$ cat config.mk
export PLATFORM = sky130hd
export DESIGN_NAME = alu_div16
export DESIGN_NICKNAME = d
export VERILOG_FILES = /design/src/rtl/cpu_pkg.sv /design/src/rtl/alu_sub_stage.sv /design/src/rtl/alu_div16.sv
export SDC_FILE = /design/constraint.sdc
export NUM_CORES = 1
export LEC_CHECK = 0
export BUFFER_PORTS_ARGS = -buffer_cell sky130_fd_sc_hd__buf_2
export CAP_MARGIN = 20
export CELL_PAD_IN_SITES_DETAIL_PLACEMENT = 0
export CELL_PAD_IN_SITES_GLOBAL_PLACEMENT = 1
export CORE_UTILIZATION = 47
export CTS_CLUSTER_DIAMETER = 60
export DETAILED_ROUTE_END_ITERATION = 6
export GPL_ROUTABILITY_DRIVEN = 0
export PLACE_DENSITY_LB_ADDON = 0.2
export SKIP_CTS_REPAIR_TIMING = 1
export SYNTH_ARGS = -nofsm -noshare
export SYNTH_HDL_FRONTEND = slang
export SYNTH_HIERARCHICAL = 1
export SYNTH_SLANG_ARGS = --single-unit
$ cat constraint.sdc
create_clock -name clk -period 11.8 [get_ports clk]
set_input_delay 2.36 -clock clk [delete_from_list [all_inputs] [get_ports clk]]
set_output_delay 2.36 -clock clk [all_outputs]
set_load 0.01 [all_outputs]
$ cat src/rtl/cpu_pkg.sv
// Shared CPU datapath definitions: divider state encoding, default datapath width
// and the quotient reported when the divisor is zero.
package cpu_pkg;

    localparam int CPU_WIDTH = 16;

    typedef enum logic [1:0] {
        S_IDLE = 2'd0,
        S_RUN  = 2'd1,
        S_DONE = 2'd2
    } div_state_t;

    localparam logic [CPU_WIDTH-1:0] DIV0_QUOTIENT = '1;

endpackage

$ cat src/rtl/alu_sub_stage.sv
// Combinational trial subtractor built from ripple add slices with B inverted and
// carry-in forced high, so it matches the ALU subtract path bit for bit.
module alu_sub_stage #(
    parameter int N = 17
) (
    input  logic [N-1:0] t,
    input  logic [N-1:0] d,
    output logic [N-1:0] diff,
    output logic         cout
);

    logic [N:0] carry;

    assign carry[0] = 1'b1;

    genvar gi;
    generate
        for (gi = 0; gi < N; gi++) begin : g_slice
            logic b_eff;
            assign b_eff       = ~d[gi];
            assign diff[gi]    = t[gi] ^ b_eff ^ carry[gi];
            assign carry[gi+1] = (t[gi] & b_eff) | (t[gi] & carry[gi]) | (b_eff & carry[gi]);
        end
    endgenerate

    // Carry out of the top slice is the "no borrow" indication.
    assign cout = carry[N];

endmodule

$ cat src/rtl/alu_div16.sv
// Multi-cycle unsigned restoring divider: one quotient bit per clock, with a
// busy/done handshake and a divide-by-zero shortcut that skips iteration.
module alu_div16
    import cpu_pkg::*;
#(
    parameter int WIDTH = CPU_WIDTH
) (
    input  logic             clk,
    input  logic             reset_n,
    input  logic             start,
    input  logic [WIDTH-1:0] dividend,
    input  logic [WIDTH-1:0] divisor,
    output logic             busy,
    output logic             done,
    output logic [WIDTH-1:0] quotient,
    output logic [WIDTH-1:0] remainder,
    output logic             div_by_zero
);

    localparam int CNT_W = $clog2(WIDTH);

    div_state_t       state_reg;
    logic [CNT_W-1:0] count_reg;
    logic [WIDTH:0]   p_reg;
    logic [WIDTH-1:0] q_reg;
    logic [WIDTH-1:0] d_reg;
    logic [WIDTH-1:0] quotient_reg;
    logic [WIDTH-1:0] remainder_reg;
    logic             dbz_reg;
    logic             busy_reg;
    logic             done_reg;

    logic [WIDTH:0]   t_val;
    logic [WIDTH:0]   diff_val;
    logic             cout_val;
    logic [WIDTH:0]   p_next;
    logic [WIDTH-1:0] q_next;
    logic             last_step;

    // The partial remainder stays below the divisor, so its top bit is never read.
    logic unused_p_msb;
    assign unused_p_msb = p_reg[WIDTH];

    assign t_val = {p_reg[WIDTH-1:0], q_reg[WIDTH-1]};

    alu_sub_stage #(
        .N(WIDTH + 1)
    ) u_sub (
        .t    (t_val),
        .d    ({1'b0, d_reg}),
        .diff (diff_val),
        .cout (cout_val)
    );

    assign p_next    = cout_val ? diff_val : t_val;
    assign q_next    = {q_reg[WIDTH-2:0], cout_val};
    assign last_step = (count_reg == CNT_W'(WIDTH - 1));

    always_ff @(posedge clk or negedge reset_n) begin
        if (!reset_n) begin
            state_reg     <= S_IDLE;
            count_reg     <= '0;
            p_reg         <= '0;
            q_reg         <= '0;
            d_reg         <= '0;
            quotient_reg  <= '0;
            remainder_reg <= '0;
            dbz_reg       <= 1'b0;
            busy_reg      <= 1'b0;
            done_reg      <= 1'b0;
        end else begin
            case (state_reg)
                S_IDLE, S_DONE: begin
                    done_reg <= 1'b0;
                    busy_reg <= 1'b0;
                    state_reg <= S_IDLE;
                    if (start) begin
                        if (divisor == '0) begin
                            state_reg     <= S_DONE;
                            done_reg      <= 1'b1;
                            quotient_reg  <= {WIDTH{DIV0_QUOTIENT[0]}};
                            remainder_reg <= dividend;
                            dbz_reg       <= 1'b1;
                        end else begin
                            state_reg <= S_RUN;
                            busy_reg  <= 1'b1;
                            count_reg <= '0;
                            p_reg     <= '0;
                            q_reg     <= dividend;
                            d_reg     <= divisor;
                        end
                    end
                end
                S_RUN: begin
                    p_reg     <= p_next;
                    q_reg     <= q_next;
                    count_reg <= count_reg + 1'b1;
                    if (last_step) begin
                        quotient_reg  <= q_next;
                        remainder_reg <= p_next[WIDTH-1:0];
                        dbz_reg       <= 1'b0;
                        busy_reg      <= 1'b0;
                        done_reg      <= 1'b1;
                        state_reg     <= S_DONE;
                    end
                end
                default: begin
                    state_reg <= S_IDLE;
                    busy_reg  <= 1'b0;
                    done_reg  <= 1'b0;
                end
            endcase
        end
    end

    assign busy        = busy_reg;
    assign done        = done_reg;
    assign quotient    = quotient_reg;
    assign remainder   = remainder_reg;
    assign div_by_zero = dbz_reg;

endmodule
### Word level (Yosys, flattened, before mapping)

Cells that the tools add are included.

| storage, ports and cells | value |
|---|---|
| bits in registers | 89 |
| input port bits | 35 |
| logic and storage cells | 188 |

| operators by class | value |
|---|---|
| $add $sub $neg | 1 |
| eq/ne operators | 7 |
| muxes and demuxes | 33 |
| bitwise logic cells | 130 |
| reduce and logical (&&, ||, !) cells | 7 |

Operators by type and width:

| operator | count |
|---|---|
| $mux 16 | 11 |
| $pmux 16 s2 | 4 |
| $and 1x1->1 | 47 |
| $or 1x1->1 | 34 |
| $xor 1x1->1 | 31 |
| $not 1->1 | 18 |
| $logic_not 16->1 | 1 |
| $mux 1 | 8 |
| $mux 4 | 2 |
| $ne 2x2->1 const B | 4 |
| $pmux 4 s2 | 1 |
| $mux 2 | 3 |
| $pmux 1 s2 | 3 |
| $reduce_and 3->1 | 2 |
| $add 4x1->4 const B | 1 |
| $eq 4x4->1 const B | 1 |
| $pmux 2 s2 | 1 |
| $reduce_and 4->1 | 1 |
| $eq 2x1->1 const B | 1 |
| $eq 2x2->1 const B | 1 |
| $logic_not 2->1 | 1 |
| $reduce_bool 2->1 | 1 |
| $reduce_or 2->1 | 1 |

### Logic depth before layout (Yosys ltp)

Gate-level depths: netlist (run 1).

| depth | value |
|---|---|
| word-level depth | 55 |
| gate-level depth with buffers | 25 |
| depth with buffers taken out | 23 |

### By module

Netlist (run 1), hierarchy kept.

By module, submodules not included:

| module | instances | cells an instance | area each (um2) | sequential area each (um2) |
|---|---|---|---|---|
| alu_div16 | 1 | 377 | 3833.7 | 2202.1 |
| alu_sub_stage | 1 | 51 | 460.4 | 0.0 |

### Worst setup path before layout (run 1)

No wires, ideal clock.

| timing | value |
|---|---|
| path type | reg2reg |
| start point | register q_reg[15] |
| end point | register p_reg[10] |
| library setup time | 0.120 ns |
| arrival | 7.407 ns |
| required time | 11.680 ns |
| setup slack | 4.273 ns |
| stages on the path, launching flop included | 25 |
| path buffers | 2 |
| cells stage by stage | dfrtp_1 inv_1 ha_1 fa_1 fa_1 fa_1 fa_1 fa_1 fa_1 fa_1 fa_1 fa_1 fa_1 fa_1 fa_1 fa_1 fa_1 fa_1 inv_1 fa_1 buf_2 buf_2 mux2i_1 nor2_1 a31o_2 |

| on the way | value |
|---|---|
| word-level cells in the longest chain between the ends | 53 |
| elaborated cells between the ends (all ways) | 69 |
| classes of those cells | mux: 2; bitwise: 67 |

Ends and longest elaborated chain:

| what | RTL line | source |
|---|---|---|
| from (decl) | alu_div16.sv:25 | `logic [WIDTH-1:0] q_reg;` |
| from (signal assigned) | alu_div16.sv:89 | `q_reg <= dividend;` |
| from (signal assigned) | alu_div16.sv:96 | `q_reg <= q_next;` |
| $and 1x1->1 | alu_sub_stage.sv:22 | `assign carry[gi+1] = (t[gi] & b_eff) \| (t[gi] & carry[gi]) \| (b_eff & carry[gi]);` |
| $or 1x1->1 (*) (2 in series) | alu_sub_stage.sv:22 |  |
| $and 1x1->1 | alu_sub_stage.sv:22 |  |
| $or 1x1->1 | alu_sub_stage.sv:22 |  |
| $or 1x1->1 (*) | alu_sub_stage.sv:22 |  |
| $and 1x1->1 | alu_sub_stage.sv:22 |  |
| $or 1x1->1 | alu_sub_stage.sv:22 |  |
| $or 1x1->1 (*) | alu_sub_stage.sv:22 |  |
| [37 not listed] | - |  |
| $or 1x1->1 | alu_sub_stage.sv:22 |  |
| $or 1x1->1 (*) | alu_sub_stage.sv:22 |  |
| $and 1x1->1 | alu_sub_stage.sv:22 |  |
| $or 1x1->1 | alu_sub_stage.sv:22 |  |
| $or 1x1->1 (*) | alu_sub_stage.sv:22 |  |
| net cout_val | alu_div16.sv:35 | `logic cout_val;` |
| $mux 16 (*) | alu_div16.sv:55 | `assign p_next = cout_val ? diff_val : t_val;` |
| $pmux 16 s2 (*) | alu_div16.sv:72 | `case (state_reg)` |
| to (signal assigned) | alu_div16.sv:95 | `p_reg <= p_next;` |
| to (decl) | alu_div16.sv:24 | `logic [WIDTH:0] p_reg;` |

Mark *: on every way through the listed nets, which the timed path passes. The rest lies on a longest branch.
A chain may end at the register's enable or synchronous reset.

### Final worst setup path (run 1)

| timing | value |
|---|---|
| start point | register q_reg[15] |
| end point | register remainder_reg[15] (netlist: remainder[15]) |

| on the way | value |
|---|---|
| word-level cells in the longest chain between the ends | 54 |
| elaborated cells between the ends (all ways) | 70 |
| classes of those cells | mux: 3; bitwise: 67 |

Ends and longest elaborated chain:

| what | RTL line | source |
|---|---|---|
| $and 1x1->1 | alu_sub_stage.sv:22 |  |
| $or 1x1->1 (*) (2 in series) | alu_sub_stage.sv:22 |  |
| $and 1x1->1 | alu_sub_stage.sv:22 |  |
| $or 1x1->1 | alu_sub_stage.sv:22 |  |
| $or 1x1->1 (*) | alu_sub_stage.sv:22 |  |
| $and 1x1->1 | alu_sub_stage.sv:22 |  |
| $or 1x1->1 | alu_sub_stage.sv:22 |  |
| $or 1x1->1 (*) | alu_sub_stage.sv:22 |  |
| [38 not listed] | - |  |
| $or 1x1->1 (*) | alu_sub_stage.sv:22 |  |
| $and 1x1->1 | alu_sub_stage.sv:22 |  |
| $or 1x1->1 | alu_sub_stage.sv:22 |  |
| $or 1x1->1 (*) | alu_sub_stage.sv:22 |  |
| net cout_val | alu_div16.sv:35 |  |
| $mux 16 (*) | alu_div16.sv:55 |  |
| $mux 16 (*) | alu_div16.sv:98 | `if (last_step) begin` |
| $pmux 16 s2 (*) | alu_div16.sv:72 |  |
| to (signal assigned) | alu_div16.sv:82 | `remainder_reg <= dividend;` |
| to (signal assigned) | alu_div16.sv:100 | `remainder_reg <= p_next[WIDTH-1:0];` |
| to (decl) | alu_div16.sv:28 | `logic [WIDTH-1:0] remainder_reg;` |

Mark *: on every way through the listed nets, which the timed path passes. The rest lies on a longest branch. The select of a mux whose other input is x is not followed.

==> qor.txt, run 1 <==
# diodes - 0
Final core occ - 55.8%
Main area contributors after synthesis - dfrtp_1, nand2_1, fa_1
Area share of the largest cell type after synthesis - 51.3%
Sequential share of the synthesized area - 51.3%
Hold Path Class - register to register
Grt peak-use layer - met2
Synth async-reset ratio - 100%
Syn avg cell area - 10.0 µm²
Final Net Count - 538
Final Worst Setup Slack - 3.58 ns
Number of nets still failing antenna checks after routing - 0
Initial antenna violation count - 0
Residual DRC - 0
CTS tree - built
Clk_skew - 0.0138 ns
Worst-Margin Slew - 1.02 ns
Count leader, synth - dfrtp_1
Global route overflow - 0
Syn nets - 481
GR met3 Demand/Resource - 3.67%
Pwr dens - 317 mW/mm²
Iteration-0 DRC count of the detailed router - 178
HPWL Detailed - 6770 µm
Global-route wire length before repair - 17100 µm
Vias in the first global route - 3435
Status - finished, final reports clean
Total power - 0.00155 W
FP Rows - 34
Top cells by count, synth - dfrtp_1, nand2_1, a21oi_1
Worst IR drop on VDD - 0.171 mV
Initial Util - 49.0%
Crit start category - register
Leakage power figure - 2.49 nW
Chip Width - 97.6 µm
Port Buf Inserts - 69
Mapped cell area - 0.00429 mm²
Critical path class - register to register
Max-cap violations - 0
Max Fclk - 122 MHz
Ys Warns - 6
Flops & latches, synth - 88
Die Height - 97.6 µm
H-Tree Depth - 3
Tot GR Track Use - 22.8%
Vias/cell - 5.47
Crit path time final - 8.22 ns
CTS buffer count - 9
Final Non-Filler Cells - 597
Ys flop type - dfrtp_1
Max Slew Vio Count - 0
Max_slew headroom - 31.5%
Worst Path Max Fanout - 18
Vias - 3266
Routed wire length - 10000 µm
Bufs on Longest Clock Path - 2
Library cells used by synthesis - 31
WL/cell - 16.8 µm
Post-synth EDFFs - 0
Setup crit end kind - register
Final hold violations - 0
Fill count - 822
Met2 Use GR - 39.2%
WP data required - 12.00 ns
Worst-Skew Late Latency - 0.36 ns
Routing usage on met1 - 29.5%
Largest net degree at the start of global routing - 72
Final count of negative-setup-slack endpoints - 0
Pre-CTS setup slack - 3.63 ns
Clock sink total - 88
Drt pass-1 iters - 4
Worst path arrival time - 8.43 ns
Biggest area consumer among synthesized cells - dfrtp_1
Gate Count Post-Synth - 428
Layout cells sized above 1 - 23.3%
CTS clock-pin slew for the worst setup and hold paths - 0.09 ns
Unrepaired setup endpoints after global routing - no
Period utilisation layout - 69.7%
Root Buffer Master - clkbuf_8
Sum of negative setup slack - 0 ns
Layout Area Growth over Synthesis - 13.9%
Die area - 0.00952 mm²
Core area - 0.00876 mm²
Number of placed I/O pins - 70
Post-placement cell count - 582
## through the flow
stage	instance area [µm²]	hold WS, ns
4_1_cts	4890	0.494
5_1_grt	4890	0.518
3_5_place_dp	4680	0.474
6_report	4890	0.489
3_3_place_gp	4680	0.467
2_1_floorplan	4290	0.450
## cells by family (layout without fill, tap and decap cells)
kind of cell	count (synthesis)	in the layout	share of synthesized area, %
AOI/OAI and AO/OA	105	105	16.1
adders and majority gates	18	18	8.04
buffers and inverters	64	125	6.64
DFF	88	88	51.3
muxes	17	17	3.96
other	1	1	0.0873
and+or+nand+nor	135	135	13.9
## cells in the final DEF, fill, tap and decap left out
cell type	Yosys	routed
o22a_1	16	16
buf_2	11	68
o21a_1	1	1
nand4_1	1	1
clkbuf_8	0	9
conb_1	1	1
nand2b_2	0	1
nand2_1	87	87
clkinv_4	1	2
mux2i_1	17	17
dfrtp_1	88	88
nand3_1	4	4
inv_1	34	34
a31o_2	16	16
a41oi_2	1	1
nor4_4	4	4
clkinv_2	0	1
buf_4	0	7
o22ai_1	16	16
nor2_1	33	33
a21oi_1	49	49
o21ai_0	3	3
inv_6	0	2
a41o_1	1	1
nor3_1	1	1
ha_1	2	2
nand2b_1	2	1
a21o_1	2	2
bufinv_16	0	2
nor2b_1	1	1
nor2_2	1	1
or2_1	1	1
fa_1	16	16
## report_power, final
group | switching, W | total, W | leakage (nW) | internal, W
Sequential | 0.000107 | 0.000556 | 1.04 | 0.000449
Combinational | 0.000409 | 0.000759 | 1.35 | 0.000350
Clock | 0.000114 | 0.000234 | 0.110 | 0.000120
## path summary, 6_finish.rpt
kind,from,endpoint,slack (ns),cells after the start
worst max-delay path,q_reg[15],remainder[15],3.58,23
worst min-delay path,quotient[3],quotient[3],0.49,1
worst max register to register,q_reg[15],remainder[15],3.58,23
worst min register to register,quotient[3],quotient[3],0.49,1
max in group asynchronous,reset_n,p_reg[7],8.80,2
min in group asynchronous,reset_n,d_reg[1],1.91,1
## critical path, cell delays in order, from the launching register on
cell and delay, ns:
dfrtp_1 0.39, inv_1 0.05, ha_1 0.20, fa_1 0.37, fa_1 0.38, fa_1 0.39, fa_1 0.39, fa_1 0.38
fa_1 0.39, fa_1 0.39, fa_1 0.38, fa_1 0.39, fa_1 0.39, fa_1 0.38, fa_1 0.40, fa_1 0.42
fa_1 0.40, fa_1 0.36, inv_1 0.08, fa_1 0.86, mux2i_1 0.28, nor2_1 0.10, a21oi_1 0.18, o22ai_1 0.10
## final cells by class
| type | instances | area, µm² | share of cell area, % |
|---|---|---|---|
| clock buffers | 9 | 124 | 2.53 |
| clock inverters | 6 | 91.3 | 1.87 |
| inverters | 35 | 136 | 2.79 |
| multi-input cells | 276 | 1810 | 37.0 |
| flip-flops and latches | 88 | 2200 | 45.0 |
| well taps | 108 | 135 | 2.76 |
| repair buffers | 75 | 393 | 8.03 |
## layer usage
layer / part of all wire (%) / up-vias
met5: 0 / -
met4: 1.3 / 0
met3: 3.9 / 12
met2: 51 / 75
met1: 44 / 1643
li1: - / 1536
Power figures use the tool's default switching activity.
==> run 2, diff against run 1 <==
--- a/config.mk
+++ b/config.mk
@@ -9,7 +9,7 @@
 export CAP_MARGIN = 20
 export CELL_PAD_IN_SITES_DETAIL_PLACEMENT = 0
 export CELL_PAD_IN_SITES_GLOBAL_PLACEMENT = 1
-export CORE_UTILIZATION = 47
+export CORE_UTILIZATION = 44
 export CTS_CLUSTER_DIAMETER = 60
 export DETAILED_ROUTE_END_ITERATION = 6
 export GPL_ROUTABILITY_DRIVEN = 0
==> constraint.sdc (replaced) <==
create_clock -name clk -period 7.8 [get_ports clk]
set_input_delay 1.56 -clock clk [delete_from_list [all_inputs] [get_ports clk]]
set_output_delay 1.56 -clock clk [all_outputs]
set_load 0.01 [all_outputs]
==> run 2 against run 1 <==
Effect of this change:
- critical path depth up 1
- clock skew up 0.0012 ns
- non-clock buffer count up 5
- maximum frequency up 8.0%
- global-route usage down 1.2 points
- sequential power up 51%
- sequential cell count unchanged
- via count up 0.55%
- hold slack better by 0.0034 ns
- clock power up 25%
- cell area up 2.3%
- largest cell class unchanged
==> qor.txt, run 2 (synthesis gave the netlist of run 1 again) <==
Vias in the first global route - 3438 (+0.087%)
Max Slew Vio Count - 0 (unchanged)
Largest net degree at the start of global routing - 71 (-1.4%)
Setup crit end kind - register
Global-route wire length before repair - 16800 µm (-1.7%)
Most common cell after layout, fill and taps aside - dfrtp_1
Final Net Count - 543 (+0.93%)
Die Height - 101 µm (+3.3%)
Beginning of the worst hold path - quotient[2]
Pwr dens - 474 mW/mm² (+50%)
Final core occ - 53.7% (-2.2 points)
Post-placement cell count - 604 (+3.8%)
Number of nets still failing antenna checks after routing - 0 (unchanged)
Global route overflow - 0 (unchanged)
Initial Util - 46.0% (-3.0 points)
HPWL Detailed - 6780 µm (about the same)
Initial antenna violation count - 0 (unchanged)
Layout cells sized above 1 - 25.3% (+1.9 points)
CTS clock-pin slew for the worst setup and hold paths - 0.10 ns (about the same)
Hold Path Class - register to register
Chip Width - 101 µm (+3.3%)
Drt pass-1 iters - 7 (+3)
Number of placed I/O pins - 70 (unchanged)
Final count of negative-setup-slack endpoints - 0 (unchanged)
Port Buf Inserts - 69 (unchanged)
Status - finished, final reports clean
Worst-Skew Late Latency - 0.36 ns (about the same)
Comb pwr share - 52.3% (+3.3 points)
Max-cap violations - 0 (unchanged)
Critical path class - register to register
CTS buffer count - 9 (unchanged)
Crit start category - register
Final hold violations - 0 (unchanged)
CP startpoint - q_reg[15]
Max Fclk - 131 MHz (+8.0%)
Root Buffer Master - clkbuf_8
Register area - 0.00220 mm² (unchanged)
Worst Path Max Fanout - 4 (-14)
Clock sink total - 88 (unchanged)
Iteration-0 DRC count of the detailed router - 103 (-42%)
Worst path arrival time - 7.82 ns (-0.61 ns)
Final Worst Setup Slack - 0.182 ns (-3.39 ns)
Period utilisation layout - 97.7% (+28 points)
Clk_skew - 0.0151 ns (+0.00123 ns)
WP data required - 8.00 ns (-4.00 ns)
Area of the multi-input gates - 0.00182 mm² (+0.83%)
Routed wire length - 10200 µm (+1.2%)
Switching share of total power - 41.5% (+0.84 points)
Die area - 0.0102 mm² (+6.7%)
WL/cell - 16.3 µm (-3.2%)
Max_slew headroom - 48.0% (+16 points)
Vias/cell - 5.26 (-3.8%)
NetSw - 0.000986 W (+56%)
Worst-Margin Slew - 0.779 ns (-0.245 ns)
Clock share of power - 12.3% (-2.8 points)
CTS tree - built
Commonest cells after routing, fill and taps aside - dfrtp_1, nand2_1, buf_2, a21oi_1, inv_1
Final Non-Filler Cells - 624 (+4.5%)
H-Tree Depth - 3 (unchanged)
Launch point of the worst reg-to-reg path - q_reg[15]
Residual DRC - 0 (unchanged)
Crit path time final - 7.62 ns (-0.606 ns)
Pre-CTS setup slack - 0.0919 ns (-3.53 ns)
FP Rows - 35 (+2.9%)
Share of power burned in registers - 35.4% (-0.5 points)
Vias - 3284 (+0.55%)
Int Pwr - 0.00139 W (+51%)
Bufs on Longest Clock Path - 2 (unchanged)
Tot GR Track Use - 21.6% (-1.2 points)
Worst IR drop on VDD - 0.213 mV (+24%)
Leakage power figure - 2.52 nW (+0.94%)
Layout Area Growth over Synthesis - 16.6%
Core area - 0.00933 mm² (+6.4%)
Total power - 0.00237 W (+53%)
Fill count - 909 (+11%)
# diodes - 0 (unchanged)
==> run 2: layout make-up <==
| class | instances | area share [%] |
|---|---|---|
| Clock buffer | 10 | 2.55 |
| Clock inverter | 6 | 1.03 |
| Inverter | 35 | 2.73 |
| Multi-Input combinational cell | 276 | 36.5 |
| Sequential cell | 88 | 44.0 |
| Tap cell | 129 | 3.23 |
| Timing Repair Buffer | 80 | 10.0 |
==> run 2: power by group through the flow <==
stage / sequential, W / clock [W] / combinational (W)
floorplan: 0.000847 / 0 / 0.000830
global placement: 0.000844 / 0 / 0.00114
detailed placement: 0.000850 / 0 / 0.00117
CTS: 0.000841 / 0.000301 / 0.00118
global route: 0.000868 / 0.000317 / 0.00141
finish: 0.000841 / 0.000292 / 0.00124
==> run 2: worst paths after layout <==
kind	endpoint	slack, ns	depth (start not counted)
max reg2reg	remainder[11]	0.18	24
min	quotient[2]	0.49	1
max in group asynchronous	remainder[11]	6.08	2
min reg2reg	quotient[2]	0.49	1
min in group asynchronous	d_reg[3]	1.08	1
max	remainder[11]	0.18	24
==> run 2: through the flow <==
step / TNS [ns] / hold slack [ns] / area (µm²)
after floorplan: 0 / 0.450 / 4290
after global placement: 0 / 0.465 / 4710
after detailed placement: 0 / 0.473 / 4740
after CTS: 0 / 0.496 / 4920
after global routing: -0.0871 / 0.514 / 5000
final: 0 / 0.492 / 5000
==> run 2: metal layers <==
layer / wire, µm / up-vias / GRT usage [%]
met1: 4580 / 1637 / 28.0
met5: 0 / - / 0
li1: - / 1564 / -
met2: 5040 / 70 / 36.6
met3: 363 / 13 / 3.19
met4: 168 / 0 / 9.03
==> run 2: worst max-delay path: stages (launching register included) <==
cell and delay [ns]:
dfrtp_1 0.38, inv_1 0.06, ha_1 0.21, fa_1 0.39
fa_2 0.35, fa_2 0.34, fa_1 0.40, fa_2 0.35
fa_1 0.38, fa_1 0.39, fa_1 0.39, fa_2 0.35
fa_2 0.35, fa_1 0.39, fa_1 0.38, fa_1 0.38
fa_1 0.39, fa_1 0.37, inv_1 0.09, fa_2 0.35
clkbuf_16 0.20, mux2i_1 0.20, nor2_1 0.08, a21oi_1 0.17
o22ai_1 0.10
